===== src/rtl/decode_fetch_sequencer.sv =====
// Byte-stream front end: buffers upstream bytes, exposes a 9-byte decode window,
// and issues each decoded instruction downstream over a valid/ready handshake.
module decode_fetch_sequencer #(
    parameter int BUF_BYTES = 16,
    parameter int WIN_BYTES = 9,
    parameter int IN_BYTES  = 4
) (
    input  logic                   clk,
    input  logic                   rst_n,
    input  logic                   flush,
    input  logic                   in_valid,
    output logic                   in_ready,
    input  logic [IN_BYTES*8-1:0]  in_data,
    input  logic [2:0]             in_bytes,
    input  logic                   in_last,
    output logic [WIN_BYTES*8-1:0] dec_window,
    input  logic [3:0]             dec_len,
    output logic                   out_valid,
    input  logic                   out_ready,
    output logic [WIN_BYTES*8-1:0] out_instr,
    output logic [3:0]             out_len,
    output logic                   done,
    output logic                   err
);
    localparam int CW = $clog2(BUF_BYTES + 1);
    localparam int BW = BUF_BYTES * 8;
    localparam int WW = WIN_BYTES * 8;
    localparam int IW = IN_BYTES * 8;

    typedef enum logic [1:0] {FILL, PRESENT, DONE, ERR} state_t;

    state_t        state_q, state_d;
    logic [BW-1:0] buf_q, buf_d;
    logic [CW-1:0] count_q, count_d;
    logic          eos_q, eos_d;
    logic          out_valid_q, out_valid_d;
    logic [WW-1:0] out_instr_q, out_instr_d;
    logic [3:0]    out_len_q, out_len_d;
    logic          done_q, done_d;
    logic          err_q, err_d;

    logic          accept, beat_ok, retire, trigger, len_bad;
    logic [3:0]    shift_len;
    logic [CW-1:0] base;
    logic [IW-1:0] in_masked;
    logic [BW-1:0] shifted;

    always_comb begin
        dec_window = '0;
        for (int i = 0; i < WIN_BYTES; i++)
            dec_window[i*8 +: 8] = (i < int'(count_q)) ? buf_q[i*8 +: 8] : 8'h00;
    end

    assign in_ready = rst_n && !flush && (state_q == FILL || state_q == PRESENT) && !eos_q
                      && (int'(count_q) + IN_BYTES <= BUF_BYTES);

    // Retire and append in one step: the new beat lands right after the bytes that survive the shift.
    always_comb begin
        accept    = in_valid && in_ready;
        beat_ok   = (in_bytes != 3'd0) && (int'(in_bytes) <= IN_BYTES);
        retire    = (state_q == PRESENT) && out_valid_q && out_ready;
        shift_len = retire ? out_len_q : 4'd0;
        base      = count_q - CW'(shift_len);
        shifted   = buf_q >> {shift_len, 3'b000};
        in_masked = '0;
        for (int i = 0; i < IN_BYTES; i++)
            if (i < int'(in_bytes))
                in_masked[i*8 +: 8] = in_data[i*8 +: 8];
        buf_d   = shifted;
        count_d = base;
        if (accept && beat_ok) begin
            buf_d   = shifted | (BW'(in_masked) << {base, 3'b000});
            count_d = base + CW'(in_bytes);
        end
        eos_d = eos_q || (accept && in_last);
    end

    always_comb begin
        trigger     = (int'(count_q) >= WIN_BYTES) || (eos_q && count_q != '0);
        len_bad     = (dec_len == 4'd0) || (int'(dec_len) > WIN_BYTES)
                      || (int'(dec_len) > int'(count_q));
        state_d     = state_q;
        out_valid_d = out_valid_q;
        out_instr_d = out_instr_q;
        out_len_d   = out_len_q;
        done_d      = done_q;
        err_d       = err_q;
        case (state_q)
            FILL: begin
                if (eos_q && count_q == '0) begin
                    state_d = DONE;
                    done_d  = 1'b1;
                end else if (trigger) begin
                    if (len_bad) begin
                        state_d = ERR;
                        err_d   = 1'b1;
                    end else begin
                        state_d     = PRESENT;
                        out_valid_d = 1'b1;
                        out_instr_d = dec_window;
                        out_len_d   = dec_len;
                    end
                end
            end
            PRESENT: begin
                if (retire) begin
                    out_valid_d = 1'b0;
                    state_d     = FILL;
                end
            end
            default: ;
        endcase
    end

    // Flush has the same effect as reset but is sampled on the clock.
    always_ff @(posedge clk or negedge rst_n) begin
        if (!rst_n) begin
            state_q     <= FILL;
            buf_q       <= '0;
            count_q     <= '0;
            eos_q       <= 1'b0;
            out_valid_q <= 1'b0;
            out_instr_q <= '0;
            out_len_q   <= '0;
            done_q      <= 1'b0;
            err_q       <= 1'b0;
        end else if (flush) begin
            state_q     <= FILL;
            buf_q       <= '0;
            count_q     <= '0;
            eos_q       <= 1'b0;
            out_valid_q <= 1'b0;
            out_instr_q <= '0;
            out_len_q   <= '0;
            done_q      <= 1'b0;
            err_q       <= 1'b0;
        end else begin
            state_q     <= state_d;
            buf_q       <= buf_d;
            count_q     <= count_d;
            eos_q       <= eos_d;
            out_valid_q <= out_valid_d;
            out_instr_q <= out_instr_d;
            out_len_q   <= out_len_d;
            done_q      <= done_d;
            err_q       <= err_d;
        end
    end

    assign out_valid = out_valid_q;
    assign out_instr = out_instr_q;
    assign out_len   = out_len_q;
    assign done      = done_q;
    assign err       = err_q;

endmodule


===== config.mk =====
export PLATFORM = sky130hd
export DESIGN_NAME = decode_fetch_sequencer
export DESIGN_NICKNAME = d
export VERILOG_FILES = /design/src/rtl/decode_fetch_sequencer.sv
export SDC_FILE = /design/constraint.sdc
export NUM_CORES = 1
export LEC_CHECK = 0
export CAP_MARGIN = 10
export CORE_MARGIN = 1
export CORE_UTILIZATION = 25
export DETAILED_ROUTE_END_ITERATION = 6
export GPL_TIMING_DRIVEN = 0
export PLACE_DENSITY = 0.43
export SLEW_MARGIN = 20
export SYNTH_ARGS = -nofsm -noshare
export SYNTH_HDL_FRONTEND = slang
export SYNTH_SLANG_ARGS = --single-unit
export TNS_END_PERCENT = 20

===== constraint.sdc =====
create_clock -name clk -period 5.29 [get_ports clk]
set_input_delay 1.058 -clock clk [delete_from_list [all_inputs] [get_ports clk]]
set_output_delay 1.058 -clock clk [all_outputs]
set_load 0.005 [all_outputs]

## After elaboration in Yosys (flattened, before gate mapping)

Cells that the tools add are included.

- Register bits after elaboration: 215
- Latch bits: 0
- Bits in writable memories: 0
- ROM bits: 0
- Input port bits: 45
- Output and inout bits: 152
- Word-level logic and storage cells: 124
- Memories: 0

- Add/sub/neg operators: 3
- Multipliers: 0
- Div/mod/pow operators: 0
- Magnitude comparators: 18
- Equal/unequal tests: 8
- Shift-type cells: 2
- Multiplexer cells: 49
- Bitwise operators: 1
- Reduce and logical (&&, ||, !) cells: 34

Operators with widths:

| operator | number |
|---|---|
| $mux W72 | 5 |
| $mux W128 | 2 |
| $or A128 B128 Y128 | 1 |
| $shl A32 B8 Y128 | 1 |
| $shr A128 B7 Y128 | 1 |
| $mux W8 | 13 |
| $mux W4 | 6 |
| $lt A3 B5 Y1 const A | 4 |
| $mux W1 | 14 |
| $logic_and A1 B1 Y1 | 12 |
| $ne A3 B3 Y1 const B | 4 |
| $lt A1 B5 Y1 const A | 2 |
| $lt A2 B5 Y1 const A | 2 |
| $mux W2 | 5 |
| $mux W5 | 2 |
| $reduce_and A4 Y1 | 2 |
| $reduce_bool A2 Y1 | 4 |
| $add A5 B3 Y6 const B | 1 |
| $le A6 B5 Y1 const B | 1 |
| $lt A1 B3 Y1 const A | 2 |
| $lt A2 B3 Y1 const A | 2 |
| $reduce_bool A3 Y1 | 2 |
| $add A5 B3 Y5 | 1 |
| $ge A5 B4 Y1 const B | 1 |
| 19 further kinds | 25 |

## Logic depth before layout (Yosys ltp)

- Word-level depth: 9
- Gate-level depth with buffers: 18
- Gate-level depth less buffers: 13

## Least setup slack after synthesis

Ideal clock, no wire load.

- Kind: input-to-reg
- Start point: input port out_ready
- End point: register buf_q[86]
- Setup time: 82 ps
- Arrival time: 4,284 ps
- Data required time: 5,208 ps
- Slack: 924 ps
- Stages: 15
- Path buffers: 3
- Path through: and4b_1 -> buf_4 -> nand2_4 -> inv_2 -> clkbuf_1 -> buf_2 -> ha_1 -> inv_1 -> fa_1 -> a21o_1 -> a21oi_1 -> xor2_2 -> or3_1 -> or4_1 -> a31oi_1

- Cells in the longest elaborated chain, start to end: 7
- Elaborated cells on any way between the ends: 8
- Classes of those cells: add/sub: 1; shift: 2; mux: 3; bitwise: 1; reduce/logical: 1

RTL lines:

| what | line | source |
|---|---|---|
| start, declared | 19 | `input logic out_ready,` |
| $logic_and A1 B1 Y1 (*) | 61 | `retire = (state_q == PRESENT) && out_valid_q && out_ready;` |
| $mux W4 (*) | 62 | `shift_len = retire ? out_len_q : 4'd0;` |
| $sub A5 B4 Y5 | 63 | `base = count_q - CW'(shift_len);` |
| $shl A32 B8 Y128 | 72 | `buf_d = shifted \| (BW'(in_masked) << {base, 3'b000});` |
| $or A128 B128 Y128 | 72 |  |
| $mux W128 (*) | 71 | `if (accept && beat_ok) begin` |
| $mux W128 (*) | 127 | `end else if (flush) begin` |
| end signal, assigned | 139 | `buf_q <= buf_d;` |
| end, declared | 33 | `logic [BW-1:0] buf_q, buf_d;` |

Every way passes the cells marked *; elsewhere a longest branch is shown, timed or not.
A chain may end at the register's enable or synchronous reset.

## Worst setup path in the final report

- Start point: input port out_ready
- End point: register buf_q[50]

The elaborated chain is that of the path after synthesis.

==> impl_metrics.tcl <==
set metrics [dict create \
    rsz0062_at_grt "true" \
    finalClockSkew_ns 0.04402 \
    syn_avg_cell_area_sq_um 8.187 \
    cp.required_ns 5.84 \
    power_density_mw_per_mm2 245.0 \
    hold_class "input pin to async pin" \
    worst_r2r_path_depth 15 \
    grt-ovfl-total 0 \
    final_layout_size_suffix_gt1_share_pct 11.79 \
    synth_seq_area_share_pct 32.74 \
    startpoint_type "input pin" \
    final_cell_mix "218 x nand2_1, 215 x dfrtp_1, 195 x clkdlybuf4s50_1, 155 x a21oi_1, 100 x clkbuf_1" \
    max-clock-path-buffers 3 \
    maxCapViolations 0 \
    synth_cells 2007 \
    vias 21030 \
    routed_wl_mm 140.1 \
    critPathMaxStageDelay_ns 0.62 \
    reg2reg_from "out_len[1]" \
    slew_headroom_pct 11.12 \
    syn_to_final_growth_pct 28.23 \
    power_uw 5163 \
    ir_worst_vdd_uv 246.0 \
    crit_type "input pin to flop" \
    synth_fp_nets 2066 \
    initial_utilization_pct 25.40 \
    synth-edff-count 0 \
    dp_hpwl_mm 107.6 \
    ios 197 \
    io_buffers 196 \
    gp_congestion 1.058 \
    ys_async_sr_fraction_pct 100.0 \
    grt_max_degree 83 \
    viasPerCell 6.711 \
    tightest_slew_ns 1.333 \
    setup_violations 11 \
    setup_tns_ns -0.6718 \
    cts_tree "built" \
    drc 31 \
    synthFlopType "dfrtp_1" \
    arrival_ns 5.99 \
    cp_common_cell "buf_4" \
    endpoint_kind "flop" \
    die_area_sq_mm 0.06676 \
    cts_made_buffers 30 \
    chipWidth_um 258.4 \
    antenna_left 0 \
    critical_path_cell_count 15 \
    crit_start "out_ready" \
    grt_pass1_vias 19710 \
    fin_ws_ns -0.1453 \
    layout.nets 2301 \
    wl_per_cell_um 44.73 \
    clock_latency_ns 0.64 \
    root_buffer "clkbuf_16" \
    drt_iter0_markers 2801 \
    mostFrequentLayoutCell "nand2_1" \
    layout_min_cycle_time_ns 5.435 \
    synth.distinct_cells 87 \
    clk_pin_slew_ns 0.06 \
    firstDrtPassIters 7 \
    postCtsHoldBufs 0 \
    worst-path-max-fanout 11 \
    violations "DRC, setup timing" \
    grt_pass1_wl_mm 184.7 \
    status "finished, violations left" \
    cts_sinks 215 \
    hold_viol 0 \
    htree_levels 1 \
    p_leak_uw 0.007816 \
    critical-path-top-delay-family "buffers and inverters" \
    antenna_found_initial 17 \
    std_cell_rows 93 \
    path_buf_inv 6 \
    grt_usage_pct 40.84 \
    coreArea_sq_mm 0.06470 \
    finalHoldWorstSlack_ns 0.3902 \
    path_cells "clkdlybuf4s50_1 -> nand4b_4 -> nor2_4 -> inv_2 -> buf_4 -> buf_4 -> buf_4 -> fa_2 -> nor2b_1 -> and2_0 -> clkbuf_1 -> a221o_2 -> a22o_1 -> a22o_1 -> o31a_1" \
    ys_warn_count 0 \
    finalCritPeriodShare_pct 102.7 \
    cp_slowest_cell "fa_2" \
    synthesis.area_sq_mm 0.01643 \
    fmax_mhz 184.0 \
    die_h_um 258.4 \
    slew_viol_final 0 \
    synth-seq-cells 215 \
]
-- layout make-up --
type / instances / area [sq um]
timing repair buffer: 205 / 2086
clock inverter: 14 / 251.5
antenna: 14 / 35.03
multi-input combinational: 1540 / 10250
inverter: 43 / 166.4
fill: 6978 / 43630
sequential: 215 / 5380
tap: 855 / 1070
clock buffer: 40 / 859.6
buffer: 207 / 970.9
-- sequential cells by signal, indices dropped and copies added (netlist names) --
name and cells:
err 1, done 1, out_instr 72, out_valid 1, out_len 4, buf_q 128, state_q 2, eos_q 1
count_q 5
-- cell usage after synthesis, drive strengths merged, types with 13 or more instances --
| master | count | share of area, % |
|---|---|---|
| a311oi | 13 | 0.69 |
| a31oi | 76 | 2.9 |
| dfrtp | 215 | 33 |
| o31ai | 77 | 3.5 |
| buf | 100 | 3.1 |
| clkbuf | 109 | 2.5 |
| nand2 | 220 | 5.1 |
| mux2 | 22 | 1.5 |
| nor3 | 36 | 1.2 |
| nor2 | 95 | 2.2 |
| a21oi | 161 | 4.9 |
| nand4 | 81 | 3.2 |
| inv | 40 | 0.93 |
| o221ai | 45 | 2.4 |
| and2 | 76 | 2.9 |
| o21ai | 75 | 2.3 |
| nand2b | 17 | 0.65 |
| a211oi | 67 | 3.1 |
| nand3 | 51 | 1.6 |
| and3 | 24 | 0.91 |
| mux2i | 50 | 3.0 |
| a22oi | 56 | 2.6 |
| a22o | 22 | 1.2 |
| a32oi | 23 | 1.2 |
| o22ai | 32 | 1.2 |
| nor2b | 42 | 1.6 |
-- what timing repair did --
| item | CTS | global route |
|---|---|---|
| setup buffers | 1 | 1 |
| pin swaps | 5 | 1 |
| setup endpoints to repair | 132 | 44 |
| resized for setup | 46 | 15 |
-- worst reg2reg max path, delay by kind of cell, from the launching register on --
family	cells	cell delay (ns)
simple gates	3	0.65
fa+ha+maj	1	0.63
flops	1	0.40
buf+inv	7	2.26
compound gates	4	1.24
-- path summary, 6_finish.rpt --
check | end | slack [ns]
setup / recovery | buf_q[50] | -0.15
hold / removal | out_instr[38] | 0.39
setup reg to reg | buf_q[50] | 0.05
hold reg to reg | out_instr[67] | 0.50
max in group asynchronous | buf_q[103] | 4.03
min in group clk | out_instr[67] | 0.50
-- logic make-up after synthesis --
family | synth area share [%]
compound gates | 32.13
simple gates | 20.89
buf+inv | 6.632
flops | 32.74
mux | 5.924
fa+ha+maj | 1.218
xor+xnor | 0.4646
-- routing by layer --
| layer | global-route usage [%] | up-vias | share of wire, % |
|---|---|---|---|
| met5 | 0 | - | 0.051 |
| met1 | 51.72 | 10580 | 40 |
| met2 | 59.00 | 1781 | 41 |
| met3 | 15.19 | 458 | 12 |
| li1 | - | 8198 | - |
| met4 | 23.88 | 10 | 6.8 |
-- where the power goes --
part / switching, uW / internal (uW) / leakage, uW / total, uW
Clock: 942 / 1470 / 0.000546 / 2410
Combinational: 774 / 239 / 0.00427 / 1010
Sequential: 67.2 / 1670 / 0.00300 / 1740
Total: 1780 / 3380 / 0.00782 / 5160
-- through the flow --
step	cells	setup WS (ns)	area (sq um)	util, %
finish	3133	-0.1453	21070	32.57
global route	3119	-0.02440	21040	32.52
floorplan	2007	0.9245	16430	-
detailed placement	3065	-2.351	19640	30.36
global placement	3058	-8.502	19460	30.08
CTS	3118	-0.01373	20950	32.38
Power figures use the tool's default switching activity.
